--- config.mk ---
export PLATFORM = sky130hd
export DESIGN_NAME = uart_wb_host
export DESIGN_NICKNAME = d
export VERILOG_FILES = /design/src/rtl/uart_wb_host_pkg.sv /design/src/rtl/uart_wb_host.sv
export SDC_FILE = /design/constraint.sdc
export NUM_CORES = 1
export LEC_CHECK = 0
export CAP_MARGIN = 20
export CORE_AREA = 2 2 83 85
export DETAILED_ROUTE_END_ITERATION = 7
export DIE_AREA = 0 0 85 87
export PLACE_DENSITY = 0.64
export SLEW_MARGIN = 20
export SYNTH_ARGS = -nofsm -noshare
export SYNTH_HDL_FRONTEND = slang
export SYNTH_SLANG_ARGS = --single-unit
--- constraint.sdc ---
create_clock -name clk -period 2.3 [get_ports clk]
set_clock_uncertainty 0.2 [all_clocks]
set_input_delay 0.46 -clock clk [delete_from_list [all_inputs] [get_ports clk]]
set_output_delay 0.46 -clock clk [all_outputs]
set_load 0.005 [all_outputs]
--- src/rtl/uart_wb_host_pkg.sv ---
// Shared types and constants for the UART-to-Wishbone host bridge.
package uart_wb_host_pkg;

  typedef enum logic [2:0] {
    eUartWbHostState_Idle,
    eUartWbHostState_GetData,
    eUartWbHostState_Bus,
    eUartWbHostState_SendStatus,
    eUartWbHostState_SendData
  } uart_wb_host_state_e;

  localparam logic [7:0] STATUS_OK      = 8'h00;
  localparam logic [7:0] STATUS_TIMEOUT = 8'h01;
  localparam logic [7:0] STATUS_BADCMD  = 8'h02;

  // Controller-side Wishbone signals driven by the host.
  typedef struct packed {
    logic       stb;
    logic       we;
    logic [3:0] adr;
    logic [7:0] dat;
  } wb_ctrl_t;

  // Peripheral-side Wishbone signals returned to the host.
  typedef struct packed {
    logic       ack;
    logic [7:0] dat;
  } wb_peri_t;

  // A command byte is well-formed only when its reserved bits 6:4 are zero.
  function automatic logic cmd_is_valid(input logic [7:0] cmd);
    return (cmd[6:4] == 3'b000);
  endfunction

endpackage

--- src/rtl/uart_wb_host.sv ---
// UART byte stream to single Wishbone access bridge.
// Command byte: bit7 = we, bits6:4 reserved (0), bits3:0 = adr.
// A write command is followed by one data byte. Every command is answered
// with a status byte; reads additionally return the data byte.
//
// state      | meaning
// -----------+-----------------------------------------------------------
// Idle       | waiting for a command byte
// GetData    | write command seen, waiting for the data byte
// Bus        | stb asserted, waiting for ack or timeout
// SendStatus | offering the status byte on tx
// SendData   | offering the read data byte on tx
module uart_wb_host
  import uart_wb_host_pkg::*;
#(
  parameter int pTimeoutCycles = 255
) (
  input  logic       clk,
  input  logic       rst,
  input  logic       rx_valid,
  input  logic [7:0] rx_data,
  output logic       tx_valid,
  output logic [7:0] tx_data,
  input  logic       tx_ready,
  output wb_ctrl_t   wb_c,
  input  wb_peri_t   wb_p,
  output logic       rx_overrun
);

  // Last counter value of an unanswered access; stb is high for cnt = 0..this.
  localparam logic [15:0] TIMEOUT_LAST = 16'(pTimeoutCycles - 1);

  uart_wb_host_state_e state;
  logic [1:0]          rst_sync;
  logic                rst_int;
  logic                stb;
  logic                we;
  logic [3:0]          adr;
  logic [7:0]          dat;
  logic [7:0]          rd_data;
  logic [15:0]         cnt;

  // Reset asserts asynchronously and releases two clk edges later.
  always_ff @(posedge clk or negedge rst) begin
    if (!rst) rst_sync <= 2'b00;
    else      rst_sync <= {rst_sync[0], 1'b1};
  end

  assign rst_int = rst_sync[1];

  // Command parsing, bus access, timeout and response sequencing.
  always_ff @(posedge clk or negedge rst_int) begin
    if (!rst_int) begin
      state      <= eUartWbHostState_Idle;
      stb        <= 1'b0;
      we         <= 1'b0;
      adr        <= 4'h0;
      dat        <= 8'h00;
      rd_data    <= 8'h00;
      tx_valid   <= 1'b0;
      tx_data    <= 8'h00;
      rx_overrun <= 1'b0;
      cnt        <= 16'h0000;
    end else begin
      case (state)
        eUartWbHostState_Idle: begin
          if (rx_valid) begin
            if (!cmd_is_valid(rx_data)) begin
              tx_data  <= STATUS_BADCMD;
              tx_valid <= 1'b1;
              state    <= eUartWbHostState_SendStatus;
            end else begin
              we  <= rx_data[7];
              adr <= rx_data[3:0];
              if (rx_data[7]) begin
                state <= eUartWbHostState_GetData;
              end else begin
                dat   <= 8'h00;
                stb   <= 1'b1;
                cnt   <= 16'h0000;
                state <= eUartWbHostState_Bus;
              end
            end
          end
        end

        eUartWbHostState_GetData: begin
          if (rx_valid) begin
            dat   <= rx_data;
            stb   <= 1'b1;
            cnt   <= 16'h0000;
            state <= eUartWbHostState_Bus;
          end
        end

        eUartWbHostState_Bus: begin
          if (rx_valid) rx_overrun <= 1'b1;
          // ack wins over a timeout expiring in the same cycle
          if (wb_p.ack) begin
            stb      <= 1'b0;
            tx_data  <= STATUS_OK;
            tx_valid <= 1'b1;
            if (!we) rd_data <= wb_p.dat;
            state    <= eUartWbHostState_SendStatus;
          end else if (cnt == TIMEOUT_LAST) begin
            stb      <= 1'b0;
            tx_data  <= STATUS_TIMEOUT;
            tx_valid <= 1'b1;
            rd_data  <= 8'h00;
            state    <= eUartWbHostState_SendStatus;
          end else if (cnt != 16'hFFFF) begin
            cnt <= cnt + 16'h0001;
          end
        end

        eUartWbHostState_SendStatus: begin
          if (rx_valid) rx_overrun <= 1'b1;
          if (tx_ready) begin
            // we may be stale after a bad command, so the status byte decides
            if (!we && (tx_data != STATUS_BADCMD)) begin
              tx_data <= rd_data;
              state   <= eUartWbHostState_SendData;
            end else begin
              tx_valid <= 1'b0;
              state    <= eUartWbHostState_Idle;
            end
          end
        end

        eUartWbHostState_SendData: begin
          if (rx_valid) rx_overrun <= 1'b1;
          if (tx_ready) begin
            tx_valid <= 1'b0;
            state    <= eUartWbHostState_Idle;
          end
        end

        default: state <= eUartWbHostState_Idle;
      endcase
    end
  end

  assign wb_c = '{stb: stb, we: we, adr: adr, dat: dat};

endmodule

* Word level (Yosys, flattened, before mapping)
Index checks and enable logic that the tools add are counted.
** Storage, ports and cells
- Register bits after elaboration :: 53
- Input port bits :: 21
- Word-level logic and storage cells :: 100
** Operators by class
- $add $sub $neg :: 1
- Eq/ne operators :: 21
- Multiplexer cells :: 48
- Reductions and logical operators :: 19
** Operators by type and width (count)
- two-way mux 16 bit :: 7
- two-way mux 8 bit :: 13
- one-hot mux 16 bit (3 select lines) :: 1
- != test 2 bit, second input constant :: 13
- one-hot mux 8 bit (3 select lines) :: 1
- two-way mux 3 bit :: 7
- adder 16 x 1 -> 16 bit, second input constant :: 1
- == test 16 x 8 -> 1 bit, second input constant :: 1
- != test 16 bit, second input constant :: 1
- one-hot mux 8 bit (2 select lines) :: 1
- one-hot mux 3 bit (5 select lines) :: 1
- two-way mux 1 bit :: 13
- AND reduction 6 bit :: 2
- AND reduction 5 bit :: 2
- != test 8 x 2 -> 1 bit, second input constant :: 1
- AND reduction 8 bit :: 1
- AND reduction 7 bit :: 1
- == test 3 x 2 -> 1 bit, second input constant :: 2
- logical NOT 3 bit :: 2
- AND reduction 3 bit :: 2
- nonzero test 3 bit :: 2
- two-way mux 2 bit :: 2
- one-hot mux 1 bit (4 select lines) :: 1
- nonzero test 2 bit :: 2
- other kinds (9) :: 9

* Depth between registers and ports, before layout
- Word-level depth :: 5
- Mapped depth :: 8
- Gate-level depth less buffers :: 7

* Worst setup path after synthesis
No wires, ideal clock.
- Path type :: register -> register
- Start :: register cnt[0]
- End :: register tx_data[1]
- Setup time :: 125 ps
- Arrival :: 1970 ps
- Required time :: 1975 ps
- Slack :: 5 ps
- Cell stages (with the launch flop) :: 9
- Path buffers :: 1
- Period minus slack after synthesis :: 2295 ps
- Cell sequence :: dfrtp_1 -> inv_1 -> ha_1 -> nor4b_2 -> nand4_1 -> o21a_2 -> a2111o_1 -> buf_6 -> mux2_4
** On the way
- Cells in the longest elaborated chain, start to end :: 3
** RTL lines
- start, declared :: RTL line uart_wb_host.sv:41 : logic [15:0] cnt;
- start signal, assigned :: RTL line uart_wb_host.sv:112 : cnt <= cnt + 16'h0001;
- == test 16 x 8 -> 1 bit :: RTL line uart_wb_host.sv:105 : end else if (cnt == TIMEOUT_LAST) begin
- != test 3 bit (no source line)
- AND reduction 6 bit (no source line)
- end signal, assigned :: RTL line uart_wb_host.sv:121 : tx_data <= rd_data;
- end, declared :: RTL line uart_wb_host.sv:23 : output logic [7:0] tx_data,
Every way passes these cells.
A chain may end at the register's enable or synchronous reset.

* Worst setup path after layout
- Start :: register cnt[0]
- End :: register tx_data[7]
Same word-level chain as after synthesis.

==> impl_metrics.csv <==
group,metric,value,unit
final_layout,area_growth,36.2,%
synthesis,yosysTopAreaCell,"dfrtp_1",
synthesis,synthArstFlopShare,100,%
clocking,htreeDepth,2,
grt,gr-total-overflow,0,
sta,fmax,0.423,GHz
sta,worst_slack,-0.0615,ns
power_and_ir_drop,p_int,2.54,mW
sta,worst_slew_pin_slew,0.522,ns
sta,finalSetupViolCount,7,
grt,grt_max_degree,31,
floorplan,ios,45,
drt,drc,0,
final_layout,fin_util,58.3,%
sta,period_share,103,%
synthesis,ys_seq_area_share,47.2,%
placed_design,place_congestion,0.870,
drt,via_per_inst,5.87,
floorplan,start_util,42.8,%
synthesis,netlist_instances,273,
drt,drtIter0Drc,227,
clocking,path_clk_slew,0.11,ns
drt,postRouteAntennaNets,0,
setup_path,rr_worst_depth,8,
job,maxCapViolations,0,
drt,drt_pass1_iterations,5,
synthesis,synthTopCellsByArea,"dfrtp_1 47%, a22o_1 5.0%, nand2_1 4.0%",
setup_path,cp.required,2.30,ns
setup_path,r2r-end,"tx_data[7]",
sta,hold_violations,0,
sta,period_needed,2.36,ns
clocking,numCtsBuffers,5,
synthesis,synth_top_area_share,47.2,%
synthesis,synth_flop_cell,"dfrtp_1",
floorplan,die_w,85,µm
sta,slew_headroom,65.1,%
outcome,violations,"setup timing",
clocking,cts_tree,"built",
power_and_ir_drop,p_per_area,1040,nW/µm²
setup_path,setup.worst_path.start_class,"register",
final_layout,nets,374,
final_layout,fin_area,3830,µm²
power_and_ir_drop,pwr-share-comb,49.2,%
placed_design,port_buffers,44,
clocking,root_buffer,"clkbuf_8",
final_layout,drive_gt1_share,26.1,%
synthesis,ys_ff_latch,53,
final_layout,diodes,0,
setup_path,crit_fanout,8,
power_and_ir_drop,clock_power_share,15.4,%
final_layout,final_common_cell,"dfrtp_1",
power_and_ir_drop,leakage,1.64,nW
synthesis,ys_warn_count,0,
drt,wire_per_inst,17.4,µm
setup_path,rrSetupSlack,-0.06,ns
setup_path,end_kind,"register",
min_path,min_path_type,"reg2async",
power_and_ir_drop,p_sw_share,36.0,%
drt,vias,2537,
placed_design,dpl_cell_area,3610,µm²
power_and_ir_drop,p_switching,1.43,mW
synthesis,yosys.cell_types.count,54,
clocking,clock_path_buffers,2,
sta,drv_slew,0,
final_layout,nFillCells,577,
clocking,clock_latency,0.31,ns
power_and_ir_drop,fin_total_pwr,3.97,mW
floorplan,fp.coreArea,6570,µm²
setup_path,critical_path_arrival,2.36,ns
drt,totalWireLength,7.53,mm
synthesis,synthesis.area,2810,µm²
synthesis,avgSynthCellArea,10.3,µm²
grt,grt_pass1_wl,12.3,mm
power_and_ir_drop,p_seq_share,35.4,%
grt,track_usage,21.0,%
sta,rsz0062_at_grt,"yes",
grt,first_global_vias,2467,
synthesis,synth_edf_count,0,
setup_path,r2r_start,"cnt[0]",
setup_path,critical_path_class,"reg2reg",
floorplan,die_area,7400,µm²
clocking,cts.sinks,53,
synthesis,synth_nets,296,
final_layout,mostFrequentLayoutCells,"52 x dfrtp_1, 40 x clkdlybuf4s50_1, 40 x buf_4, 29 x nand2_1, 16 x a22o_1",
floorplan,chipHeight,87,µm
placed_design,dp_hpwl,5.41,mm
clocking,hold_buffers,0,
floorplan,num_rows,30,
grt,grt_antenna_before_repair,0,
outcome,status,"finished with violations",
power_and_ir_drop,ir_drop,574,µV
==> flip-flops by register name, summed over array words and instances (netlist names), 2 cells and up <==
name and flops:
dat 8, rst_sync 2, rd_data 8, state 3, adr 4, tx_data 8
cnt 16
==> cell usage after synthesis, types with 3 or more instances <==
master,n
a311oi_1,3
nor3b_1,3
a22o_1,16
nor2b_1,3
o21ai_0,11
nand3_1,15
nand2b_1,5
nor3_1,4
and3_1,9
a31oi_1,4
nor4_1,8
buf_4,3
a21oi_1,9
mux2_2,6
nand2_1,30
nor2_1,9
inv_1,5
dfrtp_1,53
nand4_1,8
mux2_4,7
mux2i_1,6
nor3_2,3
buf_2,3
clkbuf_1,8
o311ai_0,3
==> how the worst max path moves through the flow <==
| stage | start | endpoint | slack, ns |
|---|---|---|---|
| 5_1_grt | cnt[0] | tx_data[6] | -0.16 |
| 3_5_place_dp | rx_data[5] | cnt[1] | -0.45 |
| 6_report | cnt[0] | tx_data[7] | -0.06 |
| 2_1_floorplan | cnt[0] | tx_data[1] | 0.005 |
| 3_3_place_gp | rx_data[6] | cnt[15] | -0.38 |
| 4_1_cts | cnt[0] | tx_data[5] | -0.06 |
==> routing by layer <==
| layer | share of wire, % | global-route usage (%) | up-vias | wire [µm] |
|---|---|---|---|---|
| met5 | 0 | 0 | - | 0 |
| met4 | 1.0 | 5.63 | 0 | 76 |
| met3 | 4.6 | 3.98 | 7 | 343 |
| met2 | 50 | 35.0 | 77 | 3740 |
| met1 | 45 | 28.1 | 1275 | 3370 |
| li1 | - | - | 1178 | - |
==> layout make-up <==
cell class / count / area, µm² / share of cell area, %
Timing Repair Buffer: 88 / 811 / 21.2
Tap cell: 80 / 100 / 2.61
Sequential cell: 53 / 1330 / 34.7
Clock inverter: 1 / 8.76 / 0.229
Inverter: 5 / 18.8 / 0.490
Multi-Input combinational cell: 198 / 1470 / 38.3
Clock buffer: 7 / 96.3 / 2.52
==> stage by stage <==
stage	TNS (ns)	instances	worst slack (ns)	hold slack [ns]
floorplan	0	273	0.00492	-0.0356
global placement	-9.87	422	-0.383	0.0526
detailed placement	-11.85	422	-0.451	0.0620
CTS	-0.386	431	-0.0609	0.0743
global route	-1.22	432	-0.165	0.0849
finish	-0.389	432	-0.0615	0.0507
==> repair_timing <==
item | CTS | global route
pin swaps | 3 | 10
buffers inserted | 2 | 1
resized for setup | 13 | 17
setup endpoints to repair | 20 | 29
endpoints found under the hold margin | 0 | 0
==> cell families (layout without fill, tap and decap cells) <==
logic type                 count (synthesis)  count (layout)  share of synthesized area, %
AOI/OAI and AO/OA                         63              63                          16.5
adders and majority gates                  2               2                         0.890
buffers and inverters                     22             101                          4.05
DFF                                       53              53                          47.2
and+or+nand+nor                          113             113                          23.0
other                                      1               1                         0.133
muxes                                     19              19                          8.27
==> worst max-delay path, cell delays in order (launching register included) <==
cell	delay, ns
dfrtp_1	0.40
inv_2	0.08
ha_4	0.13
nor4b_4	0.17
nand4_1	0.17
o21a_2	0.24
a2111o_1	0.40
buf_12	0.16
mux2_4	0.29
==> power groups by stage <==
stage	Clock, mW	Combinational (mW)	Sequential [mW]
3_3_place_gp	0	1.80	1.41
2_1_floorplan	0	1.12	1.38
3_5_place_dp	0	1.85	1.42
5_1_grt	0.666	2.11	1.45
4_1_cts	0.628	1.92	1.41
6_report	0.609	1.95	1.41
Note: power is estimated with default switching activity, not from simulation.
